**config.mk**
```make
export PLATFORM = sky130hd
export DESIGN_NAME = board_writer_flat
export DESIGN_NICKNAME = d
export VERILOG_FILES = /design/src/rtl/board_writer_if.sv /design/src/rtl/board_writer.sv /design/src/flat_wrapper.sv
export SDC_FILE = /design/constraint.sdc
export NUM_CORES = 2
export LEC_CHECK = 0
export ABC_AREA = 1
export CAP_MARGIN = 20
export CELL_PAD_IN_SITES_DETAIL_PLACEMENT = 0
export CELL_PAD_IN_SITES_GLOBAL_PLACEMENT = 2
export CORE_ASPECT_RATIO = 0.9
export CORE_MARGIN = 1
export CORE_UTILIZATION = 30
export CTS_CLUSTER_DIAMETER = 200
export DETAILED_ROUTE_END_ITERATION = 8
export GPL_TIMING_DRIVEN = 0
export PLACE_DENSITY_LB_ADDON = 0.1
export SETUP_SLACK_MARGIN = 0.3
export SLEW_MARGIN = 30
export SYNTH_ARGS = -nofsm -noshare
export SYNTH_HDL_FRONTEND = slang
export SYNTH_SLANG_ARGS = --single-unit
```
**constraint.sdc**
```tcl
create_clock -name clk -period 10.9 [get_ports clk]
set_input_delay 1.635 -clock clk [delete_from_list [all_inputs] [get_ports clk]]
set_output_delay 1.635 -clock clk [all_outputs]
set_load 0.01 [all_outputs]
```
**src/rtl/board_writer_if.sv**
```systemverilog
`timescale 1ns/1ps
`default_nettype none
// ============================================================================
// Module   : board_writer_if
// Brief    : Commit request, renderer read port and status of board_writer.
// Revision : 1.0
// ============================================================================
interface board_writer_if;
    logic        lock_valid;
    logic [3:0]  x1, x2, x3, x4;
    logic [4:0]  y1, y2, y3, y4;
    logic [2:0]  block_type;
    logic        busy;
    logic [3:0]  rd_x;
    logic [4:0]  rd_y;
    logic [2:0]  rd_type;
    logic        done;
    logic [2:0]  lines_cleared;
    logic [13:0] lines_total;
    logic        game_over;

    modport master (
        output lock_valid, x1, x2, x3, x4, y1, y2, y3, y4, block_type, rd_x, rd_y,
        input  busy, rd_type, done, lines_cleared, lines_total, game_over
    );

    modport slave (
        input  lock_valid, x1, x2, x3, x4, y1, y2, y3, y4, block_type, rd_x, rd_y,
        output busy, rd_type, done, lines_cleared, lines_total, game_over
    );
endinterface
`default_nettype wire

```
**src/rtl/board_writer.sv**
```systemverilog
`timescale 1ns/1ps
`default_nettype none
// ============================================================================
// Module   : board_writer
// Brief    : Commits a settled piece into the playfield and removes full rows.
// Revision : 1.0
// ============================================================================
module board_writer #(
    parameter int COLS = 10,
    parameter int ROWS = 20
) (
    input  wire            clk,
    input  wire            resetn,
    board_writer_if.slave  bus
);
    typedef enum logic [1:0] {
        S_IDLE  = 2'd0,
        S_WRITE = 2'd1,
        S_SCAN  = 2'd2,
        S_DONE  = 2'd3
    } state_t;

    localparam logic [14:0] c_total_max = 15'd9999;

    state_t      r_state;
    logic [2:0]  r_board [ROWS][COLS];
    logic [3:0]  r_x [4];
    logic [4:0]  r_y [4];
    logic [2:0]  r_type;
    logic [4:0]  r_row;
    logic [2:0]  r_count;
    logic        r_busy;
    logic        r_done;
    logic        r_game_over;
    logic [2:0]  r_lines_cleared;
    logic [13:0] r_lines_total;

    logic [COLS-1:0]      w_nz  [ROWS];
    logic [COLS-1:0]      w_hit [ROWS];
    logic [ROWS-1:0]      w_row_full;
    logic [ROWS*COLS-1:0] w_clash;
    logic                 w_cur_full;
    logic [2:0]           w_rd_type;
    logic [14:0]          w_total_sum;

    // Out-of-range piece cells simply never match any generated cell.
    for (genvar r = 0; r < ROWS; r++) begin : g_row
        localparam logic [4:0] c_row = 5'(r);
        for (genvar c = 0; c < COLS; c++) begin : g_col
            localparam logic [3:0] c_col = 4'(c);
            assign w_nz[r][c]  = |r_board[r][c];
            assign w_hit[r][c] = (r_x[0] == c_col && r_y[0] == c_row) ||
                                 (r_x[1] == c_col && r_y[1] == c_row) ||
                                 (r_x[2] == c_col && r_y[2] == c_row) ||
                                 (r_x[3] == c_col && r_y[3] == c_row);
            assign w_clash[r*COLS+c] = w_hit[r][c] & w_nz[r][c];
        end
        assign w_row_full[r] = &w_nz[r];
    end

    always_comb begin
        w_cur_full = 1'b0;
        w_rd_type  = 3'd0;
        for (int r = 0; r < ROWS; r++) begin
            if (r_row == 5'(r)) begin
                w_cur_full = w_row_full[r];
            end
            for (int c = 0; c < COLS; c++) begin
                if (bus.rd_y == 5'(r) && bus.rd_x == 4'(c)) begin
                    w_rd_type = r_board[r][c];
                end
            end
        end
    end

    assign w_total_sum = {1'b0, r_lines_total} + 15'(r_count);

    always_ff @(posedge clk or negedge resetn) begin
        if (!resetn) begin
            r_state         <= S_IDLE;
            r_type          <= 3'd0;
            r_row           <= 5'd0;
            r_count         <= 3'd0;
            r_busy          <= 1'b0;
            r_done          <= 1'b0;
            r_game_over     <= 1'b0;
            r_lines_cleared <= 3'd0;
            r_lines_total   <= 14'd0;
            for (int i = 0; i < 4; i++) begin
                r_x[i] <= 4'd0;
                r_y[i] <= 5'd0;
            end
            for (int r = 0; r < ROWS; r++) begin
                for (int c = 0; c < COLS; c++) begin
                    r_board[r][c] <= 3'd0;
                end
            end
        end else begin
            r_done <= 1'b0;
            case (r_state)
                S_IDLE: begin
                    if (bus.lock_valid && !r_game_over) begin
                        r_x[0]  <= bus.x1;
                        r_x[1]  <= bus.x2;
                        r_x[2]  <= bus.x3;
                        r_x[3]  <= bus.x4;
                        r_y[0]  <= bus.y1;
                        r_y[1]  <= bus.y2;
                        r_y[2]  <= bus.y3;
                        r_y[3]  <= bus.y4;
                        r_type  <= bus.block_type;
                        r_busy  <= 1'b1;
                        r_state <= S_WRITE;
                    end
                end
                S_WRITE: begin
                    for (int r = 0; r < ROWS; r++) begin
                        for (int c = 0; c < COLS; c++) begin
                            if (w_hit[r][c]) begin
                                r_board[r][c] <= r_type;
                            end
                        end
                    end
                    if (|w_clash) begin
                        r_game_over <= 1'b1;
                    end
                    r_row   <= 5'(ROWS - 1);
                    r_count <= 3'd0;
                    r_state <= S_SCAN;
                end
                S_SCAN: begin
                    // A cleared row keeps the pointer so the row shifted in is re-examined.
                    if (w_cur_full) begin
                        for (int k = 1; k < ROWS; k++) begin
                            if (5'(k) <= r_row) begin
                                r_board[k] <= r_board[k-1];
                            end
                        end
                        for (int c = 0; c < COLS; c++) begin
                            r_board[0][c] <= 3'd0;
                        end
                        r_count <= r_count + 3'd1;
                    end else if (r_row != 5'd0) begin
                        r_row <= r_row - 5'd1;
                    end else begin
                        r_done  <= 1'b1;
                        r_state <= S_DONE;
                    end
                end
                S_DONE: begin
                    r_lines_cleared <= r_count;
                    r_lines_total   <= (w_total_sum >= c_total_max) ? c_total_max[13:0]
                                                                    : w_total_sum[13:0];
                    if (|w_nz[0]) begin
                        r_game_over <= 1'b1;
                    end
                    r_busy  <= 1'b0;
                    r_state <= S_IDLE;
                end
                default: begin
                    r_state <= S_IDLE;
                end
            endcase
        end
    end

    assign bus.busy          = r_busy;
    assign bus.done          = r_done;
    assign bus.rd_type       = w_rd_type;
    assign bus.lines_cleared = r_lines_cleared;
    assign bus.lines_total   = r_lines_total;
    assign bus.game_over     = r_game_over;

endmodule
`default_nettype wire
```
**src/flat_wrapper.sv**
```systemverilog
// flat-port wrapper written by rule: the top's interface ports become plain ports
module board_writer_flat 
#(
    parameter int COLS = 10,
    parameter int ROWS = 20
)
  (clk, resetn, bus_lock_valid, bus_x1, bus_x2, bus_x3, bus_x4, bus_y1, bus_y2, bus_y3, bus_y4, bus_block_type, bus_rd_x, bus_rd_y, bus_busy, bus_rd_type, bus_done, bus_lines_cleared, bus_lines_total, bus_game_over);
  board_writer_if bus_i ();
  input  wire clk;
  input  wire resetn;
  input wire logic [$bits(bus_i.lock_valid)-1:0] bus_lock_valid;
  input wire logic [$bits(bus_i.x1)-1:0] bus_x1;
  input wire logic [$bits(bus_i.x2)-1:0] bus_x2;
  input wire logic [$bits(bus_i.x3)-1:0] bus_x3;
  input wire logic [$bits(bus_i.x4)-1:0] bus_x4;
  input wire logic [$bits(bus_i.y1)-1:0] bus_y1;
  input wire logic [$bits(bus_i.y2)-1:0] bus_y2;
  input wire logic [$bits(bus_i.y3)-1:0] bus_y3;
  input wire logic [$bits(bus_i.y4)-1:0] bus_y4;
  input wire logic [$bits(bus_i.block_type)-1:0] bus_block_type;
  input wire logic [$bits(bus_i.rd_x)-1:0] bus_rd_x;
  input wire logic [$bits(bus_i.rd_y)-1:0] bus_rd_y;
  output wire logic [$bits(bus_i.busy)-1:0] bus_busy;
  output wire logic [$bits(bus_i.rd_type)-1:0] bus_rd_type;
  output wire logic [$bits(bus_i.done)-1:0] bus_done;
  output wire logic [$bits(bus_i.lines_cleared)-1:0] bus_lines_cleared;
  output wire logic [$bits(bus_i.lines_total)-1:0] bus_lines_total;
  output wire logic [$bits(bus_i.game_over)-1:0] bus_game_over;
  assign bus_i.lock_valid = bus_lock_valid;
  assign bus_i.x1 = bus_x1;
  assign bus_i.x2 = bus_x2;
  assign bus_i.x3 = bus_x3;
  assign bus_i.x4 = bus_x4;
  assign bus_i.y1 = bus_y1;
  assign bus_i.y2 = bus_y2;
  assign bus_i.y3 = bus_y3;
  assign bus_i.y4 = bus_y4;
  assign bus_i.block_type = bus_block_type;
  assign bus_i.rd_x = bus_rd_x;
  assign bus_i.rd_y = bus_rd_y;
  assign bus_busy = bus_i.busy;
  assign bus_rd_type = bus_i.rd_type;
  assign bus_done = bus_i.done;
  assign bus_lines_cleared = bus_i.lines_cleared;
  assign bus_lines_total = bus_i.lines_total;
  assign bus_game_over = bus_i.game_over;
  board_writer #(.COLS(COLS), .ROWS(ROWS)) u_core (.clk(clk), .resetn(resetn), .bus(bus_i));
endmodule
```
==> flow_metrics.tcl <==
set metrics [dict create \
    wl_um 339000 \
    grt_pass1_wl_um 447000 \
    rows 131 \
    seqPwrFrac_pct 27.1 \
    syn-num-nets 6272 \
    drc 0 \
    p_clk_share_pct 17.2 \
    clockBufferDepth 3 \
    crit_slowest_cell "nor2_4" \
    fin_area_sq_um 52100 \
    avgSynthCellArea_sq_um 6.91 \
    dp_hpwl_um 270000 \
    synthMuxAreaShare_pct 0.803 \
    drv_slew 0 \
    ios 74 \
    synth_seq_cells 669 \
    path_max_fanout 10 \
    grt_pass1_vias 49500 \
    async_reset_ff_share_pct 100 \
    synth-xor-area-share_pct 0.204 \
    root_buffer "clkbuf_16" \
    drt_iter0_markers 7805 \
    violations "negative setup slack" \
    layoutNonFillerInstCount 8442 \
    critical_path.startpoint "bus_rd_y[2]" \
    synth-compound-area-share_pct 24.9 \
    wl_per_cell_um 40.1 \
    layout_commonest_cell "nand2_1" \
    finalHoldViolations 0 \
    numCtsBuffers 85 \
    comb_power_share_pct 55.8 \
    worst_pin_slew_ns 1.19 \
    synthAdderAreaFrac_pct 0.455 \
    yosysWarnings 0 \
    cts.sinks 669 \
    slew_headroom_pct 19.8 \
    antenna_found_initial 34 \
    fmax_mhz 62.6 \
    synth_simple_gate_area_share_pct 26.9 \
    p_int_mw 7.97 \
    drt_first_pass_iters 9 \
    clock_latency_ns 0.78 \
    switching_share_pct 57.3 \
    path_class "in -> out" \
    worstPathArrival_ns 14.35 \
    worst_path_largest_cell_delay_ns 0.49 \
    powerDensity_nw_per_um2 359 \
    port_buffers 73 \
    synth_top_family_by_area "simple AND/OR/NAND/NOR gates" \
    reg2reg_from "u_core.r_row[0]" \
    clock_skew_ns 0.0634 \
    ys_types 52 \
    place.detailed.instances 8250 \
    cap_violations 0 \
    min_from "u_core.bus.lines_cleared[2]" \
    die_w_um 400 \
    peakVddDrop_mv 0.218 \
    hold_class "reg -> reg" \
    die-height_um 361 \
    final_layout_size_suffix_gt1_share_pct 9.74 \
    dpl_cell_area_sq_um 48600 \
    startpoint_type "primary input" \
    htree_levels 3 \
    period_minus_slack_ns 15.99 \
    p_leak_nw 20.6 \
    clk_pin_slew_ns 0.05 \
    finalCritPeriodShare_pct 147 \
    yosysSeqAreaShare_pct 39.1 \
    cp_data_required_time_ns 9.27 \
    cts_tree "built" \
    hold_ws_ns 0.474 \
    outcome "complete, but fails checks" \
    critPathCaptureType "output port" \
    grt-ovfl-total 0 \
    grt_max_degree 111 \
    worst_path_most_repeated_cell "nand4_1" \
    setup_viol 3 \
    layout_setup_ws_ns -5.09 \
    initial_core_util_pct 30.2 \
    num_vias 52800 \
    rsz0062_at_grt "true" \
    place_congestion 1.08 \
    ant_nets 0 \
    synth_edf_count 0 \
    synth_area_sq_um 42900 \
    ys.flop_type "dfrtp_1" \
    place_ws_ns -5.86 \
    layout_common_cells "1500 x nand2_1, 669 x dfrtp_1, 631 x a21oi_1" \
    grt_usage_pct 45.7 \
    via_per_inst 6.25 \
    fin_nets 6561 \
    core_sq_um 142000 \
    switchingPower_mw 10.7 \
    dieArea_sq_um 144000 \
    areaGrowthSynthToFinish_pct 21.4 \
    cts_hold_buf 0 \
    synth_cells 6206 \
]
-- kinds of logic (layout without fill, tap and decap cells) --
group | count (synthesis) | in the layout
compound gates | 1833 | 1833
xor+xnor | 10 | 10
fa+ha+maj | 15 | 15
buf+inv | 875 | 1229
flops | 669 | 669
mux | 34 | 34
other cells | 0 | 20
simple gates | 2770 | 2770
-- path summary, 6_finish.rpt --
| kind | to | slack, ns | cells after the start |
|---|---|---|---|
| max | bus_rd_type[2] | -5.09 | 109 |
| min reg2reg | u_core.bus.lines_cleared[2] | 0.47 | 2 |
| min | u_core.bus.lines_cleared[2] | 0.47 | 2 |
| max in group asynchronous | u_core.r_board[356] | 7.95 | 4 |
| min in group asynchronous | u_core.bus.lines_total[13] | 0.79 | 1 |
| max reg2reg | u_core.r_board[538] | 0.74 | 34 |
-- synth_stat cells (18+ instances only) --
master	n	area, sq um
a2111oi_0	18	158
a211oi_1	73	548
a21oi_1	632	3160
a221oi_1	109	955
a22oi_1	27	203
clkbuf_1	235	882
clkinv_1	23	86.3
dfrtp_1	669	16700
inv_1	594	2230
mux2i_1	31	310
nand2_1	1505	5650
nand3_1	88	440
nand4_1	147	920
nor2_1	664	2490
nor3_1	249	1250
nor4_1	43	269
o2111ai_1	43	377
o211ai_1	37	278
o21a_1	50	375
o21ai_0	610	3050
o221ai_1	21	184
o22ai_1	186	1160
or2_2	34	213
-- flip-flops by register name (all words and copies together) (netlist names) --
name	flops
u_core.r_board	600
u_core.r_y	20
u_core.r_x	16
u_core.bus.lines_total	14
u_core.r_row	5
u_core.bus.lines_cleared	3
u_core.r_count	3
u_core.r_type	3
u_core.r_state	2
u_core.bus.busy	1
u_core.bus.done	1
u_core.bus.game_over	1
-- stage by stage --
step / TNS (ns) / utilization (%) / total power [mW]
after floorplan: 0 / - / 8.61
after global placement: - / 32.4 / 14.0
after detailed placement: -16.77 / 34.3 / 14.8
after CTS: -13.68 / 36.6 / 18.0
after global routing: -17.13 / 36.7 / 19.0
final: -14.19 / 36.7 / 18.7
-- layer usage --
metal  up-vias  GRT usage [%]  part of all wire, %
li1      22000              -                    -
met1     26400           58.2                   40
met2      3350           63.4                   40
met3       966           17.1                   12
met4        22           32.0                  8.3
met5         -              0                0.078
-- power by group through the flow --
stage / logic, mW / clock network (mW) / registers, mW
after floorplan: 4.27 / 0 / 4.34
after global placement: 8.98 / 0 / 5.00
after detailed placement: 9.79 / 0 / 5.00
after CTS: 9.83 / 3.23 / 4.98
after global routing: 10.6 / 3.31 / 5.12
final: 10.4 / 3.20 / 5.05
-- worst max-delay path, delay by kind of cell --
kind / cells / cell delay (ns)
simple gates: 104 / 11.92
buf+inv: 5 / 0.74
-- cell type report --
class | count | area (sq um)
Tap cell | 1862 | 2330
Clock inverter | 45 | 716
Sequential cell | 669 | 16700
Buffer | 246 | 1130
Inverter | 629 | 2410
Multi-Input combinational cell | 4662 | 23500
Antenna cell | 20 | 50.0
Fill cell | 15400 | 89700
Timing Repair Buffer | 202 | 2840
Clock buffer | 107 | 2340
-- repair_timing --
| item | in CTS | in global routing |
|---|---|---|
| setup buffers | 19 | 0 |
| gates resized for setup | 114 | 18 |
| setup endpoints to repair | 3 | 3 |
| pin swaps | 83 | 14 |
(Power assumes the default switching activity.)
